File: src/rtl/fft_agu_sequencer.sv
// ---------------------------------------------------------------------------
// fft_agu_sequencer
//   Drives the butterfly address generator. On start it walks every stage
//   (0..log2N-1) and, within each stage, every butterfly pair (0..N/2-1),
//   presenting one stage/pair_id per accepted cycle. A tag pipeline matched
//   to the generator latency tells the datapath when the generator's
//   addresses are valid, and which stage they belong to. Between stages the
//   sequencer waits for the pipeline to drain, plus an optional gap.
//
// Ports
//   i_clk        system clock, rising edge
//   i_reset      asynchronous, active-high reset
//   i_start      one-cycle run request; ignored while busy
//   i_abort      synchronous flush back to IDLE; pending tags dropped
//   i_ready      datapath accepts an issue this cycle
//   o_stage      stage index to the generator
//   o_pair_id    pair index to the generator
//   o_issue      stage/pair_id accepted this cycle
//   o_tw_index   twiddle index of the most recently issued pair
//   o_tag_valid  generator addresses valid this cycle
//   o_tag_stage  stage of the valid addresses (0 when not valid)
//   o_tag_last   valid addresses are the final pair of the final stage
//   o_busy       high in every state except IDLE
//   o_done       one-cycle completion pulse
// ---------------------------------------------------------------------------
module fft_agu_sequencer #(
  parameter  int N         = 8,
  parameter  int AGU_LAT   = 2,
  parameter  int STAGE_GAP = 1,
  localparam int LOG2N     = $clog2(N),
  localparam int PW        = LOG2N - 1
) (
  input  logic             i_clk,
  input  logic             i_reset,
  input  logic             i_start,
  input  logic             i_abort,
  input  logic             i_ready,
  output logic [LOG2N-1:0] o_stage,
  output logic [PW-1:0]    o_pair_id,
  output logic             o_issue,
  output logic [PW-1:0]    o_tw_index,
  output logic             o_tag_valid,
  output logic [LOG2N-1:0] o_tag_stage,
  output logic             o_tag_last,
  output logic             o_busy,
  output logic             o_done
);

  localparam int DRAIN_CYC = AGU_LAT + STAGE_GAP;
  localparam int CW        = $clog2(DRAIN_CYC + 1);

  localparam logic [PW-1:0]    LAST_PAIR  = PW'(N/2 - 1);
  localparam logic [LOG2N-1:0] LAST_STAGE = LOG2N'(LOG2N - 1);
  localparam logic [CW-1:0]    DRAIN_INIT = CW'(DRAIN_CYC - 1);

  typedef enum logic [1:0] {
    S_IDLE,
    S_ISSUE,
    S_DRAIN,
    S_DONE
  } state_t;

  state_t               r_state, w_state_nxt;
  logic [LOG2N-1:0]     r_stage, w_stage_nxt;
  logic [PW-1:0]        r_pair,  w_pair_nxt;
  logic [CW-1:0]        r_cnt,   w_cnt_nxt;
  logic [PW-1:0]        r_tw;

  logic [AGU_LAT-1:0]            r_tag_v;
  logic [AGU_LAT-1:0][LOG2N-1:0] r_tag_stage;
  logic [AGU_LAT-1:0]            r_tag_last;

  logic                 w_issue;
  logic                 w_last_pair;
  logic                 w_last_stage;
  logic                 w_last;
  logic [LOG2N-1:0]     w_shamt;
  logic [PW-1:0]        w_mask;

  assign w_issue      = (r_state == S_ISSUE) && i_ready;
  assign w_last_pair  = (r_pair == LAST_PAIR);
  assign w_last_stage = (r_stage == LAST_STAGE);
  assign w_last       = w_issue && w_last_pair && w_last_stage;

  // Twiddle index: clear the low (log2N-1-stage) bits of pair_id. Stage 0
  // clears every bit (shift by PW yields an all-zero mask).
  assign w_shamt = LAST_STAGE - r_stage;
  assign w_mask  = {PW{1'b1}} << w_shamt;

  // -------------------------------------------------------------------------
  // FSM state register
  // -------------------------------------------------------------------------
  always_ff @(posedge i_clk or posedge i_reset) begin
    if (i_reset) begin
      r_state <= S_IDLE;
      r_stage <= '0;
      r_pair  <= '0;
      r_cnt   <= '0;
    end else begin
      r_state <= w_state_nxt;
      r_stage <= w_stage_nxt;
      r_pair  <= w_pair_nxt;
      r_cnt   <= w_cnt_nxt;
    end
  end

  // -------------------------------------------------------------------------
  // FSM next-state
  // -------------------------------------------------------------------------
  always_comb begin
    w_state_nxt = r_state;
    w_stage_nxt = r_stage;
    w_pair_nxt  = r_pair;
    w_cnt_nxt   = r_cnt;
    if (i_abort) begin
      // abort beats start and every in-flight state
      w_state_nxt = S_IDLE;
      w_stage_nxt = '0;
      w_pair_nxt  = '0;
      w_cnt_nxt   = '0;
    end else begin
      case (r_state)
        S_IDLE: begin
          w_stage_nxt = '0;
          w_pair_nxt  = '0;
          if (i_start) w_state_nxt = S_ISSUE;
        end
        S_ISSUE: begin
          if (w_issue) begin
            if (w_last_pair) begin
              // pair_id parks at N/2-1; it is only reloaded on the next stage
              w_state_nxt = S_DRAIN;
              w_cnt_nxt   = DRAIN_INIT;
            end else begin
              w_pair_nxt = r_pair + 1'b1;
            end
          end
        end
        S_DRAIN: begin
          if (r_cnt == '0) begin
            if (w_last_stage) begin
              w_state_nxt = S_DONE;
            end else begin
              w_state_nxt = S_ISSUE;
              w_stage_nxt = r_stage + 1'b1;
              w_pair_nxt  = '0;
            end
          end else begin
            w_cnt_nxt = r_cnt - 1'b1;
          end
        end
        S_DONE: begin
          w_state_nxt = S_IDLE;
          w_stage_nxt = '0;
          w_pair_nxt  = '0;
        end
        default: begin
          w_state_nxt = S_IDLE;
          w_stage_nxt = '0;
          w_pair_nxt  = '0;
          w_cnt_nxt   = '0;
        end
      endcase
    end
  end

  // -------------------------------------------------------------------------
  // Twiddle index: captured only on an accepted issue
  // -------------------------------------------------------------------------
  always_ff @(posedge i_clk or posedge i_reset) begin
    if (i_reset)      r_tw <= '0;
    else if (w_issue) r_tw <= r_pair & w_mask;
  end

  // -------------------------------------------------------------------------
  // Tag pipeline: AGU_LAT deep, advances every cycle independent of ready so
  // its output lines up with the generator's registered addresses. Stage is
  // zeroed on non-issue slots so tag_stage reads 0 whenever tag_valid is low.
  // -------------------------------------------------------------------------
  always_ff @(posedge i_clk or posedge i_reset) begin
    if (i_reset) begin
      r_tag_v     <= '0;
      r_tag_stage <= '0;
      r_tag_last  <= '0;
    end else if (i_abort) begin
      r_tag_v     <= '0;
      r_tag_stage <= '0;
      r_tag_last  <= '0;
    end else begin
      for (int i = AGU_LAT - 1; i > 0; i--) begin
        r_tag_v[i]     <= r_tag_v[i-1];
        r_tag_stage[i] <= r_tag_stage[i-1];
        r_tag_last[i]  <= r_tag_last[i-1];
      end
      r_tag_v[0]     <= w_issue;
      r_tag_stage[0] <= w_issue ? r_stage : '0;
      r_tag_last[0]  <= w_last;
    end
  end

  // -------------------------------------------------------------------------
  // Outputs
  // -------------------------------------------------------------------------
  assign o_stage     = r_stage;
  assign o_pair_id   = r_pair;
  assign o_issue     = w_issue;
  assign o_tw_index  = r_tw;
  assign o_tag_valid = r_tag_v[AGU_LAT-1];
  assign o_tag_stage = r_tag_stage[AGU_LAT-1];
  assign o_tag_last  = r_tag_last[AGU_LAT-1];
  assign o_busy      = (r_state != S_IDLE);
  assign o_done      = (r_state == S_DONE);

endmodule
File: config.mk
export PLATFORM = sky130hd
export DESIGN_NAME = fft_agu_sequencer
export DESIGN_NICKNAME = d
export VERILOG_FILES = /design/src/rtl/fft_agu_sequencer.sv
export SDC_FILE = /design/constraint.sdc
export NUM_CORES = 1
export LEC_CHECK = 0
export BUFFER_PORTS_ARGS = -buffer_cell sky130_fd_sc_hd__buf_2
export CAP_MARGIN = 0
export CELL_PAD_IN_SITES_DETAIL_PLACEMENT = 0
export CELL_PAD_IN_SITES_GLOBAL_PLACEMENT = 1
export CORE_ASPECT_RATIO = 1.5
export CORE_MARGIN = 2
export CORE_UTILIZATION = 35
export DETAILED_ROUTE_END_ITERATION = 8
export HOLD_SLACK_MARGIN = 0.03
export PLACE_DENSITY_LB_ADDON = 0.15
export SYNTH_ARGS = -nofsm -noshare
export SYNTH_HDL_FRONTEND = slang
export SYNTH_SLANG_ARGS = --single-unit
File: constraint.sdc
create_clock -name i_clk -period 3 [get_ports i_clk]
set_clock_uncertainty 0.2 [all_clocks]
set_input_delay 0.3 -clock i_clk [delete_from_list [all_inputs] [get_ports i_clk]]
set_output_delay 0.3 -clock i_clk [all_outputs]
set_load 0.01 [all_outputs]
==> metrics list, run 1 <==
- Summed over all instances, the cell type with the most area after synthesis is dfrtp_1.
- Global routing used 13.00% of the available tracks across all layers.
- Once detail routing completed, the nets flagged for antenna violations numbered 0.
- The via count of the first global-routing pass is 764.
* Layout cell share with drive strength beyond 1: 19.84%
- Share of the synthesized area in compound gates (AO/OA/AOI/OAI): 15.18%
- The signal on the critical path passes through inv_1 > ha_1 > nor2_1 > a311oi_2 > nor3_1 > a21o_1.
* Flip-flop and latch count after synthesis: 21
* Multiplexer share of the synthesized area: 0.9132%
* Worst setup path endpoint: o_stage[0]
- Mean instance size in the synthesized netlist: 10.24 sq um
- Actual transition at the worst max-transition pin: 803.8 ps
- For this run, the register share of the synthesized area comes to 47.95%.
- In this run the static leakage power is 0.6702 nW.
* Insertion delay to the later sink of the worst-skew pair: 260 ps
- In this run, distinct cell masters in the synthesized netlist total 32.
- First-pass GRT wire length: 3560 microns
* Area taken by multi-input logic gates: 488.0 sq um
* Startpoint of the most critical setup path: r_state[0]
- Setup repair after global routing left no endpoint under its margin.
- Count of port buffers added during placement: 19
- Startpoint of the worst-slack reg-to-reg timing path: r_state[0]
- R2R Setup Slk: 950 ps
* Fin crit period: 2053 ps
- Counting flops with an async set or reset pin after synthesis yields a share of 100.0%.
* Net count after synthesis: 122
- Measured in cells, the most critical reg-to-reg path has a length of 6.
- After synthesis, the largest area contributor takes up 47.95% of total cell area.
- In the final timing run, aggregate negative setup slack is 0 ps.
- Kind of cell adding the most delay to the critical path: compound AO/OA/AOI/OAI gates
- TritonCTS built the clock tree.
* Synthesis Warnings: 0
- Total number of H-tree levels: 1
- Die height: 72.54 microns
- Fraction of the mapped netlist area in simple logic gates: 16.21%
* Outcome: completed
- Stage delay of the slowest cell on the critical path: 450 ps
* Highest net fanout along the worst path: 12
- Post-synthesis share of cell area spent on full adders, half adders and majority gates: 11.42%
- The routed design has 2019 microns of wire.
- Initial standard-cell utilization of the core: 37.24%
* Full die area: 3604 sq um
- Destination of the worst register-to-register timing path: o_stage[0]
- Signed area change from the synthesized netlist to the final layout: 14.73%
* Count leader, synth: dfrtp_1
- After detailed routing, the number of remaining DRC violations is 0.
- Number of violations reported at the end of detailed-routing iteration 0: 7
- The critical path runs through a total of 6 cells.
- Max Clk Rate: 487.2 MHz
* Clock-pin slew on the worst setup and hold paths: 80 ps
- Site Rows: 24
- The initial antenna violation count came to 0.
- Post-route clock period utilization: 68.42%
* Via Count: 786
- Counting the buffers created by CTS gives 3.
* Final #Nets: 142
* Biggest area contributors in the synthesized netlist: dfrtp_1 (48%), ha_1 (11%), inv_1 (3.8%)
- For this run, the leading register cell type out of synthesis is dfrtp_1.
- Commonest cells in the synthesized netlist: dfrtp_1 (21), inv_1 (11), ha_1 (10)
- The worst setup path is launched from a register.
* Maximum ir drop on the vdd rail: 0.0003297 V
- Core box area: 2943 sq um
- Largest family of logic cells by synthesized area: simple AND/OR/NAND/NOR gates
- Critical Path Sink Type: register
* Post-Synth XOR/XNOR Area: 0.7991%
- For this run the aggregate overflow at the end of global routing stands at 0.
- Yosys mapped a number of flops with a built-in enable equal to 0.
- Fill cells: 330
- Fin. max-slew vios: 0
- DP Wirelength: 1492 microns
- Max-cap violations in this run came to 0.
- Clock buffer depth: 2
* Number of setup violations in the final report: 0
* WS Path Type: reg2reg
- CTS sink count: 21
- Data on the critical path is required at its endpoint by 2950 ps.
* Power per Cell Area: 706.3 nW/um^2
* Sum of buffers and inverters on the critical path: 1
- Post-cts resize count: 0
* Pre-Repair DR Iteration Count: 4
* Sequential cell area: 525.5 sq um
* Ports placed on the boundary: 20
- For this design, the slowest cell found on the critical path is ha_1.
- The floorplan step set the die width to 49.69 microns.
- Final antenna diode count: 0
- After synthesis the cells add up to 1096 sq um.
- Maximum number of pins on one net before global-route repair: 22
* Cell Count, Final, Fillers Out: 165
* Detail-routed net length per standard cell: 12.24 microns
- Synthesized netlist cell count: 107
- Class of the most critical hold timing path: in2reg
- At the end of routability-driven placement, the weighted congestion stood at 0.7309.
* Number of cells in the design after placement: 160
- In this run the tightest slew margin relative to its limit is 46.35%.
* Average via count per standard cell: 4.764
- In this run the clock root is driven by a clkbuf_8.
- Count of endpoints failing hold in the final timing report: 0
* Worst path arrival time: 2010 ps
==> where the power goes <==
group          total [mW]  internal [mW]  switching, mW
Combinational       0.352          0.139          0.213
Sequential          0.352          0.318         0.0339
Clock               0.184         0.0945         0.0894
==> placed cells by master, fill, tap and decap left out, drive strengths merged, types with 2 or more instances in the layout <==
| cell | n |
|---|---|
| nor3 | 2 |
| a211oi | 2 |
| nor2 | 8 |
| nand2b | 3 |
| a21boi | 3 |
| a21oi | 3 |
| inv | 12 |
| nor2b | 6 |
| o21ai | 7 |
| nand2 | 8 |
| clkbuf | 4 |
| ha | 10 |
| buf | 19 |
| dfrtp | 21 |
| nand3 | 2 |
| a221oi | 2 |
| and2 | 2 |
==> per-stage QoR <==
stage	hold WS (ps)	area [sq um]	power, mW	setup slack (ps)	util [%]
finish	216.9	1257	0.8881	947.3	42.73
global route	240.6	1257	0.9670	757.1	42.73
CTS	217.6	1257	0.9022	927.8	42.73
detailed placement	251.0	1202	0.7142	928.8	40.86
global placement	240.7	1202	0.7094	997.9	40.86
floorplan	76.53	1096	0.6265	1185	-
==> worst reg2reg max path: cells and delay by family (launching register included) <==
kind / cells / cell delay (ps)
compound gates: 2 / 540
simple gates: 2 / 190
fa+ha+maj: 1 / 450
flops: 1 / 440
buf+inv: 1 / 130
==> repair_timing <==
item | CTS | global route
hold buffers | 1 | 0
buffers inserted | 0 | 0
endpoints found under the hold margin | 21 | 0
==> how the worst min path moves through the flow <==
stage | to | start | cells after the start | slack, ps
after floorplan | o_pair_id[0] | i_reset | 1 | 80
after global placement | r_tag_v[1] | r_tag_v[0] | 1 | 240
after detailed placement | o_tag_stage[0] | r_tag_stage[0] | 1 | 250
after CTS | r_tag_v[1] | i_abort | 2 | 220
after global routing | r_tag_v[1] | i_abort | 2 | 240
final | r_tag_v[1] | i_abort | 2 | 220
==> kinds of logic after synthesis <==
logic type	after synthesis
and+or+nand+nor	35
AOI/OAI and AO/OA	22
DFF	21
buffers and inverters	17
adders and majority gates	10
xor gates and xnor gates	1
muxes	1
==> state kept, by name, summed over array words and instances, names as in the netlist <==
signal	count
o_tag_stage	3
r_state	2
r_tag_stage	3
r_tag_v	2
o_stage	3
o_tw_index	2
r_tag_last	2
r_cnt	2
o_pair_id	2
==> layer usage <==
layer	wire length [microns]	global-route usage, %	up-vias
li1	-	-	396
met1	898	15.85	368
met2	1007	22.07	18
met3	70	2.058	4
met4	43	6.481	0
met5	0	0	-
==> layout make-up <==
cell class	instances	share of cell area, %
Clock buffer	4	3.582
Inverter	12	3.582
Multi-Input combinational cell	69	38.81
Sequential cell	21	41.79
Tap cell	39	3.881
Timing Repair Buffer	20	8.358
No activity file was read; power rests on OpenSTA's default activity.
==> run 2, diff against run 1 <==
Settings changed: ABC_AREA set to 1.
Clock period 3 ns to 1.7 ns, I/O delays scaled along.
==> run 2 against run 1 <==
Against the previous run: register-to-register slack worse by 810 ps; total power increased by 94%; combinational power up 120%; first-iteration DRC count up 29%; sequential share of layout area fell by 4.7 points; sequential power increased by 80%; clock power rose by 74%; routed wire length is 20% higher; critical path type is now reg2out; critical endpoint is now o_issue.
==> metrics list, run 2 <==
- Total number of H-tree levels: 1 (unchanged)
- Total congestion overflow: 0 (unchanged)
- The initial antenna violation count was 0 (unchanged).
- Synthesized netlist cell count: 148 (+38%)
* Proportion of synthesized flip-flops having asynchronous set or reset: 100.0% (unchanged)
- Die Width: 51.53 microns (+3.7%)
* Count leader, synth: nand2_1
- Vias in the first global route: 991 (+30%)
- Residual DRC count: 0 (unchanged)
- Power per Cell Area: 1217 nW/um^2 (+72%)
- DRT Wirelength: 2427 microns (+20%)
- The cell area after technology mapping is 1186 sq um (+8.2%).
- Actual transition at the worst max-transition pin: 363.7 ps (-440.1 ps)
- Critical Path Sink Type: output pin
- The post-synthesis area per instance came to 8.014 sq um (-22%).
- The per-cell via count in the routed design is 4.514 (-5.2%).
- Number of enable flip-flop cells after synthesis: 0 (unchanged)
- Final antenna diode count: 0 (unchanged)
- Fin crit period: 1624 ps
- The path class of the tightest hold or removal check is in2reg.
- The cell family contributing the most delay on the critical path is flip-flops.
- Clock-pin slew on the worst setup and hold paths: 80 ps (about the same)
- The peak supply drop is 0.0005758 V (+75%).
- The setup-violating endpoint count in the final report was 0 (unchanged).
* Pre-Repair DR Iteration Count: 4 (unchanged)
- Ports placed on the boundary: 20 (unchanged)
- The utilization of the core after routing is 44.39% (+1.7 points).
* Post-route clock period utilization: 95.52%
- The maximum number of pins on one net before global-route repair was 22 (unchanged).
- First-pass GRT wire length: 4305 microns (+21%)
- Max Cap Violations: 0 (unchanged)
* Site Rows: 25 (+4.2%)
- Yosys top cell by area: dfrtp_1
- The detail-routed net length per standard cell came to 11.34 microns (-7.3%).
- The number of DRC violations after detailed-routing iteration 0 was 9 (+2).
- Insertion delay to the later sink of the worst-skew pair: 250 ps (about the same)
- The worst slew margin relative to its limit came to 75.75% (+29 points).
* Cell Count, Final, Fillers Out: 214 (+30%)
- By instance count, the cell type seen most on the critical path is inv_2.
- The number of nets still failing antenna checks after routing came to 0 (unchanged).
* Highest net fanout along the worst path: 5 (-7)
- The endpoint required time on the critical path was 1330 ps (-1620 ps).
* Critical path cell sequence: inv_2 > ha_2 > nand2_2 > inv_2 > buf_2
- The fraction of layout instances using a drive strength above 1 is 25.29% (+5.4 points).
- Stage delay of the slowest cell on the critical path: 390 ps (-60 ps)
* Sum of buffers and inverters on the critical path: 3 (+2)
- Clock tree from TritonCTS: done
- The count of input and output buffers was 19 (unchanged).
- The critical path in this run is classified as reg2out.
* Most common flop cell mapped by yosys: dfrtp_1
- Worst-case hold slack: 106.2 ps (-110.7 ps)
* Worst path arrival time: 1250 ps (-760 ps)
* CTS sink count: 21 (unchanged)
- Biggest area contributors in the synthesized netlist: dfrtp_1 (44%), nand2_1 (14%), ha_1 (11%)
* Number of cells in the design after placement: 207 (+29%)
* Core box area: 3191 sq um (+8.4%)
- The die height was 75.30 microns (+3.8%).
- Via Count: 966 (+23%)
- Commonest cells in the synthesized netlist: nand2_1 (43), dfrtp_1 (21), inv_1 (21)
* Fin. max-slew vios: 0 (unchanged)
* Slowest CP cell: dfrtp_1
- Count of endpoints failing hold in the final timing report: 0 (unchanged)
* Initial standard-cell utilization of the core: 37.18% (-0.068 points)
- TritonCTS Buffers: 3 (unchanged)
- Max Clk Rate: 615.8 MHz
- The routability congestion estimate from global placement is 0.8183 (+12%).
- Category of the worst setup path launch point: register
* Sequential element share of the synthesized area: 44.30% (-3.6 points)
* RSZ-0062 raised after global routing: true
* Top library cells by usage in the layout, fill and taps aside: nand2_1 (42), dfrtp_1 (21), inv_1 (19), buf_2 (19), nor2_1 (17)
- The area share of the leading cell type in the synthesized netlist came to 44.30% (-3.6 points).
* Synthesis Warnings: 0 (unchanged)
- Flip-flop and latch count after synthesis: 21 (unchanged)
* Root buffer selected by CTS: clkbuf_8
- The post-layout net count is 190 (+34%).
- The library cell used most frequently in the layout, excluding fill and tap cells, is nand2_1.
- The die area is 3880 sq um (+7.7%).
- The leakage power summed over all cells was 0.8037 nW (+20%).
- The detailed-placement wirelength estimate is 1924 microns (+29%).
- Net count after synthesis: 163 (+34%)
- The flow ran to the end, and the final reports show no timing, DRC or antenna violations.
* Sum of negative setup slack: 0 ps (unchanged)
- The post-synthesis cell type count was 22 (-31%).
* Clock buffer depth: 2 (unchanged)
- Overall track demand over capacity in global routing: 14.63% (+1.6 points)
- Relative to the synthesized area, the layout overhead comes to 19.41%.
==> run 2: cell types whose count changed in the layout (fill, tap and decap cells not counted), sizes merged, moves of 3 or more <==
cell and change:
nor2 +12, nand2 +36, a21boi -3, nor2b -6, inv +11, o21ai -4
nand3 +13, nand2b -3, buf +6
==> run 2: path summary, 6_finish.rpt <==
check	startpoint	slack, ps	endpoint	depth (start not counted)
max in group asynchronous	i_reset	810	o_stage[1]	4
min	i_abort	110	r_tag_last[1]	2
min reg2reg	r_tag_stage[2]	270	o_tag_stage[2]	2
max	r_state[1]	80	o_issue	5
max reg2reg	r_state[1]	140	o_pair_id[0]	7
min in group asynchronous	i_reset	270	r_cnt[1]	4
==> run 2: report_power, final <==
group	internal, mW	total (mW)	leakage (nW)	switching [mW]
registers	0.574	0.633	0.288	0.0585
clock network	0.163	0.321	0.0255	0.158
logic	0.300	0.771	0.490	0.471
total	1.04	1.72	0.804	0.687
==> run 2: cell families (layout without fill, tap and decap cells) <==
logic type / count (synthesis) / in the layout / synth area share, %
and+or+nand+nor: 85 / 85 / 32.70
buffers and inverters: 28 / 54 / 10.76
DFF: 21 / 21 / 44.30
adders and majority gates: 10 / 10 / 10.55
AOI/OAI and AO/OA: 4 / 4 / 1.687
==> run 2: worst register-to-register path, stage by stage (launching register included) <==
cell and delay, ps:
dfrtp_1 390, buf_4 150, ha_2 190, inv_2 120
nor2_4 50, o21ai_1 190, nand3_1 130, nand2_1 80
==> run 2: per-stage QoR <==
| step | instance area (sq um) | setup WS (ps) | power (mW) |
|---|---|---|---|
| 6_report | 1416 | 76.20 | 1.724 |
| 2_1_floorplan | 1186 | 168.7 | 1.138 |
| 4_1_cts | 1406 | 3.575 | 1.735 |
| 3_3_place_gp | 1330 | 117.0 | 1.381 |
| 5_1_grt | 1416 | -7.463 | 1.899 |
| 3_5_place_dp | 1330 | 115.5 | 1.388 |
==> run 2: timing repair <==
item | 4_1_cts | 5_1_grt
setup buffers | 1 | 0
hold buffers | 2 | 0
endpoints found under the hold margin | 22 | 0
resized for setup | 2 | 5
setup endpoints to repair | 1 | 6
==> run 2: layout make-up <==
class                           count  area [sq um]
Multi-Input combinational cell     99         545.5
Sequential cell                    21         525.5
Timing Repair Buffer               27         160.2
Fill cell                         334          1774
Tap cell                           40         50.05
Clock inverter                      1         5.005
Inverter                           23         88.84
Clock buffer                        3         41.29
==> run 2: metal layers <==
| metal | wire (microns) | track usage (%) |
|---|---|---|
| met2 | 1255 | 26.21 |
| met5 | 0 | 0 |
| met1 | 1052 | 17.50 |
| met3 | 81 | 2.353 |
| met4 | 37 | 5.556 |
==> run 3, diff against run 2 <==
Settings changed: CORE_UTILIZATION 35 to 36.
==> run 3 against run 2 <==
Against the previous run: clock power barely moved; combinational power rose by 4.4%; die area fell by 2.6%; first-iteration DRC count rose by 130%; sequential share of layout area fell by 0.16 points; largest cell class unchanged; routed wire length rose by 2.1%; global-route usage fell by 0.17 points; maximum frequency rose by 0.99%; hold slack got worse by 69 ps; utilization rose by 0.64 points.
==> metrics list, run 3 (synthesized netlist as in run 2, its figures left out) <==
- The flow ran to the end, and the final reports show no timing, DRC or antenna violations.
- Max Cap Violations: 0 (unchanged)
* Total power draw: 1.756 mW (+1.9%)
- The post-layout instance area is 1423 sq um (+0.44%).
- Final #Nets: 189 (-0.53%)
- Cell Count, Final, Fillers Out: 213 (-0.47%)
- WS Path Type: reg2out
- The per-cell via count in the routed design came to 4.648 (+3.0%).
- DRT Wirelength: 2479 microns (+2.1%)
* Residual DRC count: 0 (unchanged)
* Normalized max-slew margin: 75.96% (+0.20 points)
- The detail-routed net length per standard cell was 11.64 microns (+2.6%).
- The worst hold path belongs to the class in2reg.
- The total count of hold-check failures in the final report came to 0 (unchanged).
- The utilization of the core after routing is 45.03% (+0.64 points).
- The detailed-route via count was 990 (+2.5%).
- Critical Path Sink Type: output pin
- Cell area after placement: 1323 sq um (-0.56%)
* Slowest CP cell: dfrtp_1
* First-pass GRT wire length: 4146 microns (-3.7%)
* Post-route clock period utilization: 94.58% (-0.94 points)
- Ports placed on the boundary: 20 (unchanged)
- The number of H-tree branching levels is 1 (unchanged).
* Worst path arrival time: 1240 ps (about the same)
* CTS sink count: 21 (unchanged)
- The number of DRC violations after detailed-routing iteration 0 came to 21 (+12).
* Number of cells in the design after placement: 206 (-0.48%)
* Stage delay of the slowest cell on the critical path: 390 ps (about the same)
- RSZ-0062 raised after global routing: false
- The die area came to 3779 sq um (-2.6%).
- In this run the critical register-to-register path is launched from r_state[1].
- Most frequent standard cell in the layout excluding fill and tap cells: nand2_1
* Category of the worst setup path launch point: register
- The hold slack is 37.55 ps (-68.64 ps).
- The detailed-placement wirelength estimate came to 1922 microns (-0.10%).
* Total congestion overflow: 0 (unchanged)
- TritonCTS built the clock tree.
* Die height: 74.30 microns (-1.3%)
- The x dimension of the die is 50.87 microns (-1.3%).
* Insertion delay to the later sink of the worst-skew pair: 250 ps (about the same)
- The total negative setup slack is 0 ps (unchanged).
- The number of buffers on the longest clock path was 2 (unchanged).
* Top library cells by usage in the layout, fill and taps aside: nand2_1 (42), dfrtp_1 (21), inv_1 (20), buf_2 (19), nor2_1 (18)
- The area of the core came to 3159 sq um (-0.98%).
- TritonCTS Buffers: 3 (unchanged)
* Fin crit period: 1608 ps (-15.96 ps)
- The power per cell area came to 1235 nW/um^2 (+1.4%).
- The routability congestion estimate from global placement was 0.8263 (+0.98%).
- The final count of pins violating max slew was 0 (unchanged).
* Number of nets with antenna violations after detailed routing: 0 (unchanged)
- Vias in the first global route: 970 (-2.1%)
- The setup slack at placement came to 67.61 ps (-47.87 ps).
- The clock-pin slew reported for the worst setup and hold paths after clock tree synthesis was 80 ps (about the same).
- Relative to the synthesized area, the layout overhead comes to 19.94%.
- Max Clk Rate: 622.0 MHz (+0.99%)
- Hold Path Origin: i_ready
* Maximum number of pins on one net before global-route repair: 22 (unchanged)
* Actual transition at the worst max-transition pin: 360.6 ps (-3.073 ps)
- The most critical setup path has its startpoint at r_state[0].
- The leakage power summed over all cells is 0.8097 nW (+0.75%).
- Highest net fanout along the worst path: 5 (unchanged)
* Data required time at the worst endpoint: 1330 ps (about the same)
- Overall track demand over capacity in global routing: 14.46% (-0.17 points)
- The effective utilization at floorplan came to 37.54% (+0.37 points).
- Count of port buffers added during placement: 19 (unchanged)
- The cell sitting at the root of the clock tree is a clkbuf_8.
- The number of cell rows was 25 (unchanged).
- The fraction of layout instances using a drive strength above 1 was 24.86% (-0.43 points).
* Maximum ir drop on the vdd rail: 0.0007369 V (+28%)
* Initial antenna violation count: 0 (unchanged)
- Final antenna diode count: 0 (unchanged)
* Critical path cell sequence: buf_4 > ha_4 > nand2_4 > inv_1 > buf_2
- The worst setup slack after layout is 92.16 ps (+15.96 ps).
- Pre-Repair DR Iteration Count: 4 (unchanged)
* Number of setup violations in the final report: 0 (unchanged)
==> run 3: cell types whose count changed in the layout (fill, tap and decap cells not counted), sizes merged <==
cell / change
dlygate4sd3: -1
==> run 3: worst paths after layout <==
path                            slack [ps]  cells past startpoint        endpoint
worst max-delay path                    90                      5         o_issue
worst min-delay path                    40                      3   r_tag_last[0]
worst max register to register         110                      8      r_state[0]
worst min register to register         260                      2  o_tag_stage[2]
max in group asynchronous              790                      4    o_pair_id[0]
min in group asynchronous              290                      4   r_tag_last[1]
==> run 3: per-layer routing <==
metal  vias to the layer above  share of wire, %  track usage (%)
met3                         6               2.7            2.008
met1                       466                40            16.05
met5                         -                 0                0
met4                         0               2.7            5.706
li1                        500                 -                -
met2                        18                54            27.49
==> run 3: layout make-up <==
| class | count | area (sq um) |
|---|---|---|
| tap | 40 | 50.05 |
| clock inverter | 1 | 5.005 |
| clock buffer | 3 | 41.29 |
| sequential | 21 | 525.5 |
| inverter | 23 | 88.84 |
| timing repair buffer | 26 | 150.1 |
| fill | 335 | 1737 |
| multi-input combinational | 99 | 561.8 |
==> run 3: critical path, delay by kind of cell, from the launching register on <==
| kind | cells | cell delay (ps) |
|---|---|---|
| DFF | 1 | 390 |
| buffers and inverters | 3 | 350 |
| adders and majority gates | 1 | 180 |
| and+or+nand+nor | 1 | 70 |
==> run 3: repair_timing <==
item / 4_1_cts / 5_1_grt
buffers inserted: 2 / 0
hold buffers: 1 / 0
pin swaps: 1 / 0
hold endpoints to repair: 21 / 0
resized for setup: 4 / 4
setup endpoints to repair: 1 / 7
==> run 3: report_power, final <==
part / switching, mW / total, mW / internal [mW]
clock: 0.160 / 0.323 / 0.163
sequential: 0.0541 / 0.628 / 0.574
combinational: 0.493 / 0.805 / 0.312
total: 0.708 / 1.76 / 1.05
